### config.mk
export PLATFORM = sky130hd
export DESIGN_NAME = hamming_secded_decoder_pipe_flat
export DESIGN_NICKNAME = d
export VERILOG_FILES = /design/src/rtl/hamming_secded_decoder_pipe_if.sv /design/src/rtl/hamming_secded_decoder_pipe.sv /design/src/flat_wrapper.sv
export SDC_FILE = /design/constraint.sdc
export NUM_CORES = 1
export LEC_CHECK = 0
export CAP_MARGIN = 25
export CORE_ASPECT_RATIO = 0.6
export CORE_MARGIN = 1.5
export CORE_UTILIZATION = 48
export DETAILED_ROUTE_END_ITERATION = 8
export MAX_ROUTING_LAYER = met4
export PLACE_DENSITY = 0.74
export SYNTH_ARGS = -nofsm -noshare
export SYNTH_HDL_FRONTEND = slang
export SYNTH_SLANG_ARGS = --single-unit
### constraint.sdc
create_clock -name clk -period 2 [get_ports clk]
set_input_delay 0.3 -clock clk [delete_from_list [all_inputs] [get_ports clk]]
set_output_delay 0.3 -clock clk [all_outputs]
set_load 0.05 [all_outputs]
### src/rtl/hamming_secded_decoder_pipe_if.sv
// rtl/hamming_secded_decoder_pipe_if.sv - codeword in / result out / counter status bundle for the SECDED decoder
interface hamming_secded_decoder_pipe_if #(
    parameter int DATA_W = 4,
    parameter int CHK_W  = 3,
    parameter int SECDED = 1,
    parameter int CNT_W  = 8
);
    localparam int CW_W = DATA_W + CHK_W + SECDED;

    logic              in_valid;
    logic              in_ready;
    logic [CW_W-1:0]   in_cw;
    logic              in_corr_en;
    logic              out_valid;
    logic              out_ready;
    logic [DATA_W-1:0] out_data;
    logic [CHK_W-1:0]  out_syn;
    logic              out_sec;
    logic              out_ded;
    logic              cnt_clr;
    logic [CNT_W-1:0]  sec_cnt;
    logic [CNT_W-1:0]  ded_cnt;

    modport master (
        output in_valid, in_cw, in_corr_en, out_ready, cnt_clr,
        input  in_ready, out_valid, out_data, out_syn, out_sec, out_ded, sec_cnt, ded_cnt
    );

    modport slave (
        input  in_valid, in_cw, in_corr_en, out_ready, cnt_clr,
        output in_ready, out_valid, out_data, out_syn, out_sec, out_ded, sec_cnt, ded_cnt
    );
endinterface

### src/rtl/hamming_secded_decoder_pipe.sv
// rtl/hamming_secded_decoder_pipe.sv - two-stage Hamming SEC/SECDED decoder with saturating error counters
module hamming_secded_decoder_pipe #(
    parameter int DATA_W = 4,
    parameter int CHK_W  = 3,
    parameter int SECDED = 1,
    parameter int CNT_W  = 8
) (
    input  logic clk,
    input  logic rst_n,
    hamming_secded_decoder_pipe_if.slave bus
);
    localparam int N    = DATA_W + CHK_W;
    localparam int CW_W = N + SECDED;

    // Hamming position (1-based) carrying data bit idx: the idx-th non-power-of-two position.
    function automatic int data_pos(input int idx);
        int cnt;
        int res;
        cnt = 0;
        res = 1;
        for (int p = 1; p <= N; p++) begin
            if ((p & (p - 1)) != 0) begin
                if (cnt == idx) res = p;
                cnt++;
            end
        end
        return res;
    endfunction

    logic              s1_valid_q, s1_valid_d;
    logic [CW_W-1:0]   s1_cw_q, s1_cw_d;
    logic [CHK_W-1:0]  s1_syn_q, s1_syn_d;
    logic              s1_po_q, s1_po_d;
    logic              s1_corr_q, s1_corr_d;

    logic              out_valid_q, out_valid_d;
    logic [DATA_W-1:0] out_data_q, out_data_d;
    logic [CHK_W-1:0]  out_syn_q, out_syn_d;
    logic              out_sec_q, out_sec_d;
    logic              out_ded_q, out_ded_d;
    logic [CNT_W-1:0]  sec_cnt_q, sec_cnt_d;
    logic [CNT_W-1:0]  ded_cnt_q, ded_cnt_d;

    logic              s2_load, s1_adv, in_ready_c, in_fire, out_fire;
    logic [CHK_W-1:0]  syn_c;
    logic              po_c;
    logic              syn_nz, syn_ok, flip_en, sec_c, ded_c;
    logic [CW_W-1:0]   cw_fix;
    logic [DATA_W-1:0] data_c;

    always_comb begin
        s2_load    = ~out_valid_q | bus.out_ready;
        s1_adv     = s1_valid_q & s2_load;
        in_ready_c = ~s1_valid_q | s1_adv;
        in_fire    = bus.in_valid & in_ready_c;
        out_fire   = out_valid_q & bus.out_ready;
    end

    always_comb begin
        syn_c = '0;
        for (int p = 1; p <= N; p++) begin
            for (int k = 0; k < CHK_W; k++) begin
                if (((p >> k) & 1) != 0) syn_c[k] = syn_c[k] ^ bus.in_cw[p-1];
            end
        end
        po_c = ^bus.in_cw;
    end

    always_comb begin
        s1_valid_d = s1_valid_q;
        s1_cw_d    = s1_cw_q;
        s1_syn_d   = s1_syn_q;
        s1_po_d    = s1_po_q;
        s1_corr_d  = s1_corr_q;
        if (in_ready_c) s1_valid_d = bus.in_valid;
        if (in_fire) begin
            s1_cw_d   = bus.in_cw;
            s1_syn_d  = syn_c;
            s1_po_d   = po_c;
            s1_corr_d = bus.in_corr_en;
        end
    end

    // A syndrome pointing past the last Hamming position cannot be a single flip.
    always_comb begin
        syn_nz  = |s1_syn_q;
        syn_ok  = int'(s1_syn_q) <= N;
        flip_en = 1'b0;
        sec_c   = 1'b0;
        ded_c   = 1'b0;
        if (SECDED != 0) begin
            if (syn_nz && s1_po_q) begin
                if (syn_ok) begin
                    sec_c   = 1'b1;
                    flip_en = s1_corr_q;
                end else begin
                    ded_c = 1'b1;
                end
            end else if (!syn_nz && s1_po_q) begin
                sec_c = 1'b1;
            end else if (syn_nz && !s1_po_q) begin
                ded_c = 1'b1;
            end
        end else if (syn_nz) begin
            sec_c   = 1'b1;
            flip_en = s1_corr_q & syn_ok;
        end
        cw_fix = s1_cw_q;
        for (int p = 1; p <= N; p++) begin
            if (flip_en && int'(s1_syn_q) == p) cw_fix[p-1] = ~cw_fix[p-1];
        end
        data_c = '0;
        for (int j = 0; j < DATA_W; j++) begin
            data_c[j] = cw_fix[data_pos(j)-1];
        end
    end

    always_comb begin
        out_valid_d = out_valid_q;
        out_data_d  = out_data_q;
        out_syn_d   = out_syn_q;
        out_sec_d   = out_sec_q;
        out_ded_d   = out_ded_q;
        if (s2_load) begin
            out_valid_d = s1_valid_q;
            if (s1_valid_q) begin
                out_data_d = data_c;
                out_syn_d  = s1_syn_q;
                out_sec_d  = sec_c;
                out_ded_d  = ded_c;
            end
        end
    end

    // A clear in the same cycle as a counted transfer drops that event.
    always_comb begin
        sec_cnt_d = sec_cnt_q;
        ded_cnt_d = ded_cnt_q;
        if (bus.cnt_clr) begin
            sec_cnt_d = '0;
            ded_cnt_d = '0;
        end else if (out_fire) begin
            if (out_sec_q && !(&sec_cnt_q)) sec_cnt_d = sec_cnt_q + CNT_W'(1);
            if (out_ded_q && !(&ded_cnt_q)) ded_cnt_d = ded_cnt_q + CNT_W'(1);
        end
    end

    always_ff @(posedge clk) begin
        if (!rst_n) begin
            s1_valid_q  <= 1'b0;
            s1_cw_q     <= '0;
            s1_syn_q    <= '0;
            s1_po_q     <= 1'b0;
            s1_corr_q   <= 1'b0;
            out_valid_q <= 1'b0;
            out_data_q  <= '0;
            out_syn_q   <= '0;
            out_sec_q   <= 1'b0;
            out_ded_q   <= 1'b0;
            sec_cnt_q   <= '0;
            ded_cnt_q   <= '0;
        end else begin
            s1_valid_q  <= s1_valid_d;
            s1_cw_q     <= s1_cw_d;
            s1_syn_q    <= s1_syn_d;
            s1_po_q     <= s1_po_d;
            s1_corr_q   <= s1_corr_d;
            out_valid_q <= out_valid_d;
            out_data_q  <= out_data_d;
            out_syn_q   <= out_syn_d;
            out_sec_q   <= out_sec_d;
            out_ded_q   <= out_ded_d;
            sec_cnt_q   <= sec_cnt_d;
            ded_cnt_q   <= ded_cnt_d;
        end
    end

    assign bus.in_ready  = in_ready_c;
    assign bus.out_valid = out_valid_q;
    assign bus.out_data  = out_data_q;
    assign bus.out_syn   = out_syn_q;
    assign bus.out_sec   = out_sec_q;
    assign bus.out_ded   = out_ded_q;
    assign bus.sec_cnt   = sec_cnt_q;
    assign bus.ded_cnt   = ded_cnt_q;
endmodule

### src/flat_wrapper.sv
// flat-port wrapper written by rule: the top's interface ports become plain ports
module hamming_secded_decoder_pipe_flat 
#(
    parameter int DATA_W = 4,
    parameter int CHK_W  = 3,
    parameter int SECDED = 1,
    parameter int CNT_W  = 8
)
  (clk, rst_n, bus_in_valid, bus_in_cw, bus_in_corr_en, bus_out_ready, bus_cnt_clr, bus_in_ready, bus_out_valid, bus_out_data, bus_out_syn, bus_out_sec, bus_out_ded, bus_sec_cnt, bus_ded_cnt);
  hamming_secded_decoder_pipe_if #(.DATA_W(DATA_W), .CHK_W(CHK_W), .SECDED(SECDED), .CNT_W(CNT_W)) bus_i ();
  input  logic clk;
  input  logic rst_n;
  input wire logic [$bits(bus_i.in_valid)-1:0] bus_in_valid;
  input wire logic [$bits(bus_i.in_cw)-1:0] bus_in_cw;
  input wire logic [$bits(bus_i.in_corr_en)-1:0] bus_in_corr_en;
  input wire logic [$bits(bus_i.out_ready)-1:0] bus_out_ready;
  input wire logic [$bits(bus_i.cnt_clr)-1:0] bus_cnt_clr;
  output wire logic [$bits(bus_i.in_ready)-1:0] bus_in_ready;
  output wire logic [$bits(bus_i.out_valid)-1:0] bus_out_valid;
  output wire logic [$bits(bus_i.out_data)-1:0] bus_out_data;
  output wire logic [$bits(bus_i.out_syn)-1:0] bus_out_syn;
  output wire logic [$bits(bus_i.out_sec)-1:0] bus_out_sec;
  output wire logic [$bits(bus_i.out_ded)-1:0] bus_out_ded;
  output wire logic [$bits(bus_i.sec_cnt)-1:0] bus_sec_cnt;
  output wire logic [$bits(bus_i.ded_cnt)-1:0] bus_ded_cnt;
  assign bus_i.in_valid = bus_in_valid;
  assign bus_i.in_cw = bus_in_cw;
  assign bus_i.in_corr_en = bus_in_corr_en;
  assign bus_i.out_ready = bus_out_ready;
  assign bus_i.cnt_clr = bus_cnt_clr;
  assign bus_in_ready = bus_i.in_ready;
  assign bus_out_valid = bus_i.out_valid;
  assign bus_out_data = bus_i.out_data;
  assign bus_out_syn = bus_i.out_syn;
  assign bus_out_sec = bus_i.out_sec;
  assign bus_out_ded = bus_i.out_ded;
  assign bus_sec_cnt = bus_i.sec_cnt;
  assign bus_ded_cnt = bus_i.ded_cnt;
  hamming_secded_decoder_pipe #(.DATA_W(DATA_W), .CHK_W(CHK_W), .SECDED(SECDED), .CNT_W(CNT_W)) u_core (.clk(clk), .rst_n(rst_n), .bus(bus_i));
endmodule
Yosys cells after proc, flatten, opt, wreduce, memory -nomap -nowiden
Index checks and enable logic that the tools add are counted.
{ "word_totals": {"regBits": 39, "wordCells": 70, "output_inout_bits": 27, "input_bits": 14} }
{ "classes": {"muxes": 10, "bitwise_logic": 21, "n_eq_ne": 4, "addsub": 2, "reduce_logical": 21} }
{ "op_table": {"columns": ["op", "count"], "rows": [
  ["$add A8 B1 Y8 const B", 2],
  ["$reduce_and A8 Y1", 2],
  ["$mux W1", 10],
  ["$logic_and A1 B1 Y1", 9],
  ["$xor A1 B1 Y1", 9],
  ["$reduce_xor A8 Y1", 1],
  ["$not A1 Y1", 7],
  ["$eq A3 B3 Y1 const B", 2],
  ["$reduce_and A2 Y1", 3],
  ["$logic_not A1 Y1", 4],
  ["$and A1 B1 Y1", 3],
  ["$eq A3 B1 Y1 const B", 1],
  ["$eq A3 B2 Y1 const B", 1],
  ["$reduce_or A3 Y1", 1],
  ["$or A1 B1 Y1", 2],
  ["$reduce_or A2 Y1", 1]
]} }

Longest topological paths before layout
Gate-level depths: netlist (run 1).
{ "logic_depth": {"depth_word": 5, "depth_mapped": 6, "ltp_nobuf": 5} }

Worst setup path before layout (run 1)
No wires, ideal clock.
{ "synth_path": {"path_kind": "register to register", "startpoint": "reg u_core.out_valid_q, in the netlist u_core.bus.out_valid", "endpoint": "reg u_core.s1_cw_q[2]", "stages_incl_launch_ff": 5, "required_ps": 1928, "setup_ps": 72, "path_buffers": 0, "period_less_slack_ps": 1825, "t_arrival_ps": 1753, "path_slack_ps": 175, "cell_sequence": "dfxtp_1 > nand3b_1 > nand2_1 > nand2_1 > a21oi_1"} }
{ "synth_between": {"elab_chain_len": 5} }
{ "synth_lines": {"columns": ["item", "line", "source"], "rows": [
  ["from (decl)", "hamming_secded_decoder_pipe.sv:36", "logic out_valid_q, out_valid_d;"],
  ["from (signal assigned)", "hamming_secded_decoder_pipe.sv:168", "out_valid_q <= out_valid_d;"],
  ["$not A1 Y1", "hamming_secded_decoder_pipe.sv:52", "s2_load = ~out_valid_q | bus.out_ready;"],
  ["$or A1 B1 Y1", "hamming_secded_decoder_pipe.sv:52", null],
  ["$and A1 B1 Y1", "hamming_secded_decoder_pipe.sv:53", "s1_adv = s1_valid_q & s2_load;"],
  ["$or A1 B1 Y1", "hamming_secded_decoder_pipe.sv:54", "in_ready_c = ~s1_valid_q | s1_adv;"],
  ["net bus_in_ready", "flat_wrapper.sv:18", "output wire logic [$bits(bus_i.in_ready)-1:0] bus_in_ready;"],
  ["$and A1 B1 Y1", "hamming_secded_decoder_pipe.sv:55", "in_fire = bus.in_valid & in_ready_c;"],
  ["to (signal assigned)", "hamming_secded_decoder_pipe.sv:164", "s1_cw_q <= s1_cw_d;"],
  ["to (decl)", "hamming_secded_decoder_pipe.sv:31", "logic [CW_W-1:0] s1_cw_q, s1_cw_d;"]
]} }
The timed path passes the listed nets, and every way through them passes these cells.
A chain may end at the register's enable or synchronous reset.

Worst setup path after layout (run 1)
{ "layout_path": {"startpoint": "reg u_core.sec_cnt_q[2], in the netlist u_core.bus.sec_cnt[2]", "endpoint": "out bus_sec_cnt[2]"} }
{ "layout_rtl": {"columns": ["item", "line", "source"], "rows": [
  ["from (decl)", "hamming_secded_decoder_pipe.sv:41", "logic [CNT_W-1:0] sec_cnt_q, sec_cnt_d;"],
  ["from (signal assigned)", "hamming_secded_decoder_pipe.sv:173", "sec_cnt_q <= sec_cnt_d;"],
  ["to (decl)", "flat_wrapper.sv:24", "output wire logic [$bits(bus_i.sec_cnt)-1:0] bus_sec_cnt;"]
]} }
No word-level cell between the ends.

==> results of run 1 <==
-- how the worst max path moves through the flow --
stage          depth (start not counted)                               start                            endpoint
6_report                               1  u_core.bus.sec_cnt[2]$_SDFFE_PP0P_                      bus_sec_cnt[2]
5_1_grt                                6  u_core.bus.ded_cnt[0]$_SDFFE_PP0P_  u_core.bus.ded_cnt[1]$_SDFFE_PP0P_
4_1_cts                                1  u_core.bus.ded_cnt[3]$_SDFFE_PP0P_                      bus_ded_cnt[3]
3_5_place_dp                           5                       bus_out_ready  u_core.bus.ded_cnt[5]$_SDFFE_PP0P_
3_3_place_gp                           5                       bus_out_ready  u_core.bus.ded_cnt[7]$_SDFFE_PP0P_
2_1_floorplan                          4   u_core.bus.out_valid$_SDFFE_PN0P_      u_core.s1_cw_q[2]$_SDFFE_PN0P_
-- stage by stage --
| stage | instance area [µm²] | std cells |
|---|---|---|
| after global placement | 2120 | 275 |
| after floorplan | 1640 | 191 |
| after CTS | 2190 | 282 |
| final | 2190 | 282 |
| after detailed placement | 2120 | 275 |
| after global routing | 2190 | 282 |
-- area by class of cell --
| cell class | instances | share of cell area (%) |
|---|---|---|
| repair buffers | 45 | 20.4 |
| clock buffers | 6 | 3.31 |
| clock inverters | 1 | 0.228 |
| inverters | 3 | 0.513 |
| flip-flops and latches | 36 | 32.9 |
| multi-input cells | 146 | 40.1 |
| well taps | 45 | 2.57 |
-- worst register-to-register path, cell delays in order (launching register included) --
cell	delay [ns]
dfxtp_1	0.40
ha_1	0.24
nand3_1	0.10
o21bai_1	0.44
buf_4	0.23
mux2i_1	0.18
nor2_1	0.06
-- per-layer routing --
metal | GRT usage [%] | vias to the layer above | wire, µm
met5 | - | - | 0
met3 | 5.05 | 2 | 163
met1 | 28.9 | 702 | 1950
li1 | - | 767 | -
met4 | 5.71 | 0 | 13
met2 | 37.9 | 40 | 1790
-- state kept, by name, indices dropped and copies added, names as in the netlist, 3 cells and up --
| name | count |
|---|---|
| u_core.s1_syn_q | 3 |
| u_core.bus.ded_cnt | 8 |
| u_core.bus.out_syn | 3 |
| u_core.bus.out_data | 4 |
| u_core.s1_cw_q | 4 |
| u_core.bus.sec_cnt | 8 |
-- power by group --
group / internal, mW / switching [mW] / total [mW]
Clock: 0.237 / 0.237 / 0.473
Sequential: 0.744 / 0.0252 / 0.769
Combinational: 0.0923 / 0.116 / 0.208
Total: 1.07 / 0.377 / 1.45
-- cells by family after synthesis --
family	count (synthesis)	share of synthesized area, %
AND/OR/NAND/NOR	80	24.5
buffers and inverters	9	2.22
multiplexers	2	1.22
flip-flops	36	44.0
AO/OA/AOI/OAI	41	15.3
adder cells (fa/ha/maj)	2	1.53
XOR/XNOR	21	11.2
-- cells in the mapped netlist (4+ instances only) --
cell type,instances
a211oi_1,6
a21oi_1,20
clkbuf_1,4
dfxtp_1,36
nand2_1,27
nand3_1,8
nor2_1,18
o21ai_0,4
o31ai_1,5
or3_1,4
or4_1,4
xnor2_1,8
xor2_1,13
==> results.toml, run 1 <==
[pwr]
power.density_nw_per_um2 = 661
total_power_mw = 1.45
p_leak_nw = 0.759
ir_drop_mv = 0.426

[final_layout]
final_common_cell = "clkdlybuf4s50_1"
syn2layout_area_growth_pct = 34.0
drive_gt1_share_pct = 7.59
fin_util_pct = 67.2
fin_nets = 253
layout_common_cells = "clkdlybuf4s50_1 (39), dfxtp_1 (36), nand2_1 (27)"
seq_area_um2 = 721
diodes = 0
fillCellCount = 271
multi_input_area_um2 = 880

[sta]
post-route-period-util_pct = 93.5
period_minus_slack_ns = 1.87
timing.hold.ws_ns = 0.462
skew_ns = 0.00395
clock.fmax_ghz = 0.535
rsz0062_at_grt = "false"
relSlewSlack_pct = 54.6
hold_viol = 0
worst_slew_pin_slew_ns = 0.680
slew_viol_final = 0
setup_violations = 0
worst_slack_ns = 0.131
setup-tns-final_ns = 0

[worst_setup_path]
rr_worst_depth = 6
cp_max_fo = 7
worstReg2RegStart = "u_core.bus.ded_cnt[0]$_SDFFE_PP0P_"
crit_path_cell_trace = "clkdlybuf4s50_1"
arrival_ns = 1.57
cp_slowest_cell = "clkdlybuf4s50_1"
critical_path_class = "reg2out"
critical_path_buf_inv_count = 1
required_ns = 1.70
start_kind = "register"
r2r_end = "u_core.bus.ded_cnt[1]$_SDFFE_PP0P_"
crit_family = "buffers and inverters"
critPathCaptureType = "output port"
slowest_delay_ns = 0.85
reg2reg_slack_ns = 0.21

[route]
routed_wl_um = 3920
vias = 1511
drt-initial-drc-count = 64
vias_per_cell = 5.36
routedWlPerCell_um = 13.9
drc = 0
antenna_left = 0
first_pass_iters = 4

[floorplan]
die_y_um = 48.2
row_count = 16
dieArea_um2 = 3780
die_width_um = 78.4
core_um2 = 3260
start_util_pct = 50.2
ios = 41

[yosys]
synth.area.top_cells = "dfxtp_1 (44%), xor2_1 (7.0%), nand2_1 (6.2%)"
avgSynthCellArea_um2 = 8.57
synthesis.area_um2 = 1640
ys_warn_count = 0
synth_edf_count = 0
async_flop_share_pct = 0
yosys.area.top_type_share_pct = 44.0
synth_ff_type = "dfxtp_1"
synth-seq-area-share_pct = 44.0
synth.ff_latch_count = 36
synth_cell_types = 33
synthCells = 191
syn-num-nets = 207
yosysTopAreaCell = "dfxtp_1"

[global_route]
grt_pass1_vias = 1336
grt_overflow = 0
grt_max_degree = 17
grtUsageTotal_pct = 22.7
antenna_found_initial = 0
grt_pass1_wl_um = 6190

[place]
port-buffer-count = 40
place.gp.congestion = 0.845
dp_hpwl_um = 3000
place_ws_ns = -0.00111

[run]
maxCapViolations = 0

[clock_network]
cts_max_level = 2
cts.sinks = 36
cts_root_buf = "clkbuf_8"
cts_buffers = 5
clock_latency_ns = 0.28
post_cts_buffers = 0
hold_buffers = 0
cts.path.max_buffers = 2
post_cts_resized = 0
path_clk_slew_ns = 0.07
cts_tree = "done"

[outcome]
outcome = "finished clean"

[worst_hold_path]
min_to = "u_core.bus.out_syn[2]$_SDFFE_PN0P_"
hold_class = "reg2reg"
hp-start = "u_core.bus.out_syn[2]$_SDFFE_PN0P_"
min_path_cells = 2
(Power assumes the default switching activity.)
==> run 2, diff against run 1 <==
--- a/config.mk
+++ b/config.mk
@@ -8,10 +8,11 @@
 export CAP_MARGIN = 25
 export CORE_ASPECT_RATIO = 0.6
 export CORE_MARGIN = 1.5
-export CORE_UTILIZATION = 48
+export CORE_UTILIZATION = 55
 export DETAILED_ROUTE_END_ITERATION = 8
+export DONT_BUFFER_PORTS = 1
 export MAX_ROUTING_LAYER = met4
-export PLACE_DENSITY = 0.74
+export PLACE_DENSITY = 0.66
 export SYNTH_ARGS = -nofsm -noshare
 export SYNTH_HDL_FRONTEND = slang
 export SYNTH_SLANG_ARGS = --single-unit
==> results.toml, run 2 (synthesis gave the netlist of run 1 again) <==
[floorplan]
die_width_um = 73.4
ios = 41
start_util_pct = 57.4
row_count = 15
core_um2 = 2850
die_y_um = 45.3
dieArea_um2 = 3320

[place]
port-buffer-count = 0
place_ws_ns = 0.442
dp_hpwl_um = 2570
place.gp.congestion = 0.899

[worst_setup_path]
cp_max_fo = 12
arrival_ns = 1.78
worstReg2RegStart = "u_core.bus.ded_cnt[0]$_SDFFE_PP0P_"
critPathCaptureType = "register"
rr_worst_depth = 6
r2r_end = "u_core.bus.ded_cnt[7]$_SDFFE_PP0P_"
required_ns = 2.20
startpoint = "u_core.bus.ded_cnt[0]$_SDFFE_PP0P_"
crit_family = "simple AND/OR/NAND/NOR gates"
reg2reg_slack_ns = 0.42
critical_path_class = "reg2reg"
cp_slowest_cell = "or4_1"
critical_path_buf_inv_count = 1
slowest_delay_ns = 0.47
start_kind = "register"
crit_path_cell_trace = "ha_1, nand3_1, o21bai_1, buf_4, or4_1, a21oi_1"

[clock_network]
hold_buffers = 0
cts_buffers = 5
cts_root_buf = "clkbuf_8"
post_cts_buffers = 0
clock_latency_ns = 0.28
cts.path.max_buffers = 2
post_cts_resized = 0
cts_tree = "done"
cts_max_level = 2
cts.sinks = 36
path_clk_slew_ns = 0.07

[sta]
slew_viol_final = 0
rsz0062_at_grt = "false"
worst_slack_ns = 0.422
relSlewSlack_pct = 58.2
period_minus_slack_ns = 1.58
post-route-period-util_pct = 78.9
setup_violations = 0
hold_viol = 0
worst_slew_pin_slew_ns = 0.627
clock.fmax_ghz = 0.634
setup-tns-final_ns = 0
skew_ns = 0.00462

[run]
maxCapViolations = 0

[final_layout]
diodes = 0
fillCellCount = 253
drive_gt1_share_pct = 15.9
syn2layout_area_growth_pct = 16.5
layout_common_cells = "dfxtp_1 (36), nand2_1 (27), buf_4 (22)"
fin_nets = 230
final_common_cell = "dfxtp_1"
fin_util_pct = 66.8
seq_area_um2 = 721
multi_input_area_um2 = 880

[worst_hold_path]
hold_class = "in2reg"
min_path_cells = 2
min_to = "u_core.s1_cw_q[4]$_SDFFE_PN0P_"
hp-start = "bus_in_cw[4]"

[global_route]
grt_max_degree = 20
grt_pass1_vias = 1240
met3_usage_pct = 6.92
grt_pass1_wl_um = 5350
antenna_found_initial = 0
grt.busiest_layer = "met2"
grtUsageTotal_pct = 22.4
grt_util_met2_pct = 31.5
grt_overflow = 0
grtUsageMet1_pct = 31.0

[pwr]
internal-power_mw = 1.03
ir_drop_mv = 0.562
p_leak_nw = 0.702
pwr-share-comb_pct = 9.1
seq_power_share_pct = 57.2
switching_share_pct = 26.1
clockPowerShare_pct = 33.7
power.density_nw_per_um2 = 734
p_sw_uw = 366

[route]
first_pass_iters = 6
antenna_left = 0
vias = 1405
vias_per_cell = 5.49
routedWlPerCell_um = 13.6
drt-initial-drc-count = 113
routed_wl_um = 3480
drc = 0

[outcome]
outcome = "finished clean"
run 2: cell count changes in the layout (fill, tap and decap cells not counted):
cell / change
buf_12: -1
buf_4: +17
clkdlybuf4s50_1: -39
run 2: through the flow:
step           area (µm²)  instances  total power [mW]  hold WS (ns)
2_1_floorplan        1640        191             0.911         0.436
3_3_place_gp         1830        249             0.937         0.446
3_5_place_dp         1830        249             0.941         0.444
4_1_cts              1910        256              1.40         0.148
5_1_grt              1910        256              1.46         0.166
6_report             1910        256              1.40         0.153
run 2: how the worst max path moves through the flow:
stage,end,slack (ns),cells past startpoint
global route,u_core.bus.ded_cnt[5]$_SDFFE_PP0P_,0.33,5
detailed placement,u_core.bus.ded_cnt[7]$_SDFFE_PP0P_,0.44,6
global placement,u_core.bus.ded_cnt[5]$_SDFFE_PP0P_,0.49,6
floorplan,u_core.s1_cw_q[2]$_SDFFE_PN0P_,0.18,4
finish,u_core.bus.ded_cnt[7]$_SDFFE_PP0P_,0.42,6
CTS,u_core.bus.ded_cnt[7]$_SDFFE_PP0P_,0.42,6
run 2: power by group through the flow:
stage	Sequential (mW)	Combinational, mW	Clock, mW
3_3_place_gp	0.813	0.124	0
6_report	0.800	0.128	0.472
3_5_place_dp	0.814	0.127	0
5_1_grt	0.803	0.142	0.510
4_1_cts	0.798	0.127	0.479
2_1_floorplan	0.818	0.0929	0
run 2: per-layer routing:
| layer | share of wire (%) | wire length [µm] |
|---|---|---|
| met1 | 51 | 1780 |
| met2 | 41 | 1430 |
| met3 | 7.0 | 244 |
| met4 | 0.55 | 19 |
| met5 | 0 | 0 |
run 2: final cells by class:
type / instances / share of cell area [%]
inverter: 3 / 0.591
clock inverter: 1 / 0.262
clock buffer: 6 / 3.81
multi-input combinational: 146 / 46.1
tap: 42 / 2.76
sequential: 36 / 37.8
timing repair buffer: 22 / 8.66
==> run 3, diff against run 2 <==
==> constraint.sdc (replaced) <==
create_clock -name clk -period 1.6 [get_ports clk]
set_input_delay 0.24 -clock clk [delete_from_list [all_inputs] [get_ports clk]]
set_output_delay 0.24 -clock clk [all_outputs]
set_load 0.05 [all_outputs]
==> results.toml, run 3 (synthesis gave the netlist of run 1 again) <==
[pwr]
ir_drop_mv = 0.738
power.density_nw_per_um2 = 908
p_leak_nw = 0.770
internal-power_mw = 1.35
switching_share_pct = 26.2
clockPowerShare_pct = 36.1
seq_power_share_pct = 52.4
p_sw_uw = 479
pwr-share-comb_pct = 11.5

[sta]
setup_violations = 0
setup-tns-final_ns = 0
clock.fmax_ghz = 0.667
post-route-period-util_pct = 93.7
period_minus_slack_ns = 1.50
relSlewSlack_pct = 58.4
rsz0062_at_grt = "false"
worst_slew_pin_slew_ns = 0.624
slew_viol_final = 0
hold_viol = 0
skew_ns = 0.00553

[global_route]
grtUsageTotal_pct = 22.0
antenna_found_initial = 0
grt_max_degree = 20
grt_pass1_vias = 1177
grt_overflow = 0
grt_pass1_wl_um = 5300

[floorplan]
dieArea_um2 = 3320
die_y_um = 45.3
start_util_pct = 57.4
core_um2 = 2850
die_width_um = 73.4
row_count = 15
ios = 41

[final_layout]
syn2layout_area_growth_pct = 23.4
final_common_cell = "buf_4"
final_cells = 267
fillCellCount = 219
layout_common_cells = "buf_4 (32), nand2_1 (27), dfxtp_1 (22)"
drive_gt1_share_pct = 27.1
fin_nets = 240
diodes = 0

[worst_setup_path]
arrival_ns = 1.69
required_ns = 1.80
worstReg2RegStart = "u_core.bus.sec_cnt[0]$_SDFFE_PP0P_"
critPathCaptureType = "register"
critical_path_class = "reg2reg"
start_kind = "register"
startpoint = "u_core.bus.sec_cnt[0]$_SDFFE_PP0P_"
cp_max_fo = 6

[clock_network]
clock_latency_ns = 0.28
hold_buffers = 0
cts.sinks = 36
cts_root_buf = "clkbuf_8"
cts_buffers = 5
cts_tree = "done"
cts.path.max_buffers = 2
cts_max_level = 2
path_clk_slew_ns = 0.07

[run]
maxCapViolations = 0

[route]
drt-initial-drc-count = 92
first_pass_iters = 4
antenna_left = 0
vias = 1431
routed_wl_um = 3420
routedWlPerCell_um = 12.8
vias_per_cell = 5.36
drc = 0

[worst_hold_path]
hp-start = "bus_in_cw[2]"
hold_class = "in2reg"

[place]
port-buffer-count = 0
place.gp.congestion = 0.894
dp.cells = 259
dp_hpwl_um = 2590

[outcome]
outcome = "finished clean"
==> run 3: final timing paths <==
path                                             end  slack, ns  cells past startpoint
hold / removal        u_core.s1_cw_q[2]$_SDFFE_PN0P_       0.10                      2
setup reg to reg  u_core.bus.sec_cnt[5]$_SDFFE_PP0P_       0.10                      5
hold reg to reg   u_core.bus.out_syn[2]$_SDFFE_PN0P_       0.46                      2
setup / recovery  u_core.bus.sec_cnt[5]$_SDFFE_PP0P_       0.10                      5
==> run 3: through the flow <==
step	cell area, µm²	power [mW]	utilization [%]	setup WS (ns)	hold slack [ns]
5_1_grt	2020	1.91	70.8	0.0172	0.108
3_3_place_gp	1920	1.19	67.4	0.126	0.380
3_5_place_dp	1920	1.19	67.4	0.0790	0.390
6_report	2020	1.83	70.8	0.102	0.101
2_1_floorplan	1650	1.14	-	0.0122	0.376
4_1_cts	2010	1.84	70.6	0.0410	0.0952
==> run 3: timing repair <==
action                     in CTS  in global routing
setup buffers                   0                  0
resized for setup               0                  1
setup endpoints to repair       0                  1
==> run 3: critical path: stages (launching register included) <==
cell and delay [ns]:
dfxtp_2 0.32, ha_1 0.23, nand3_2 0.11, o21ai_2 0.12, or4_1 0.48, a21oi_1 0.15
==> run 3: power by group through the flow <==
stage,clock (mW),combinational (mW),sequential [mW]
final,0.661,0.212,0.961
after global routing,0.715,0.232,0.965
after CTS,0.670,0.213,0.960
after detailed placement,0,0.212,0.981
after global placement,0,0.209,0.980
after floorplan,0,0.116,1.02
==> run 3: final cells by class <==
cell class | instances | area [µm²] | area share, %
Sequential cell | 36 | 738 | 36.6
Inverter | 3 | 11.3 | 0.558
Multi-Input combinational cell | 146 | 885 | 43.8
Clock inverter | 2 | 10.0 | 0.496
Tap cell | 42 | 52.6 | 2.60
Timing Repair Buffer | 32 | 240 | 11.9
Clock buffer | 6 | 82.6 | 4.09
==> run 3: metal layers <==
metal	routed length, µm	global-route usage, %	part of all wire (%)
met5	0	-	0
met4	25	5.56	0.73
met3	270	7.37	7.9
met2	1440	30.9	42
met1	1690	30.5	49
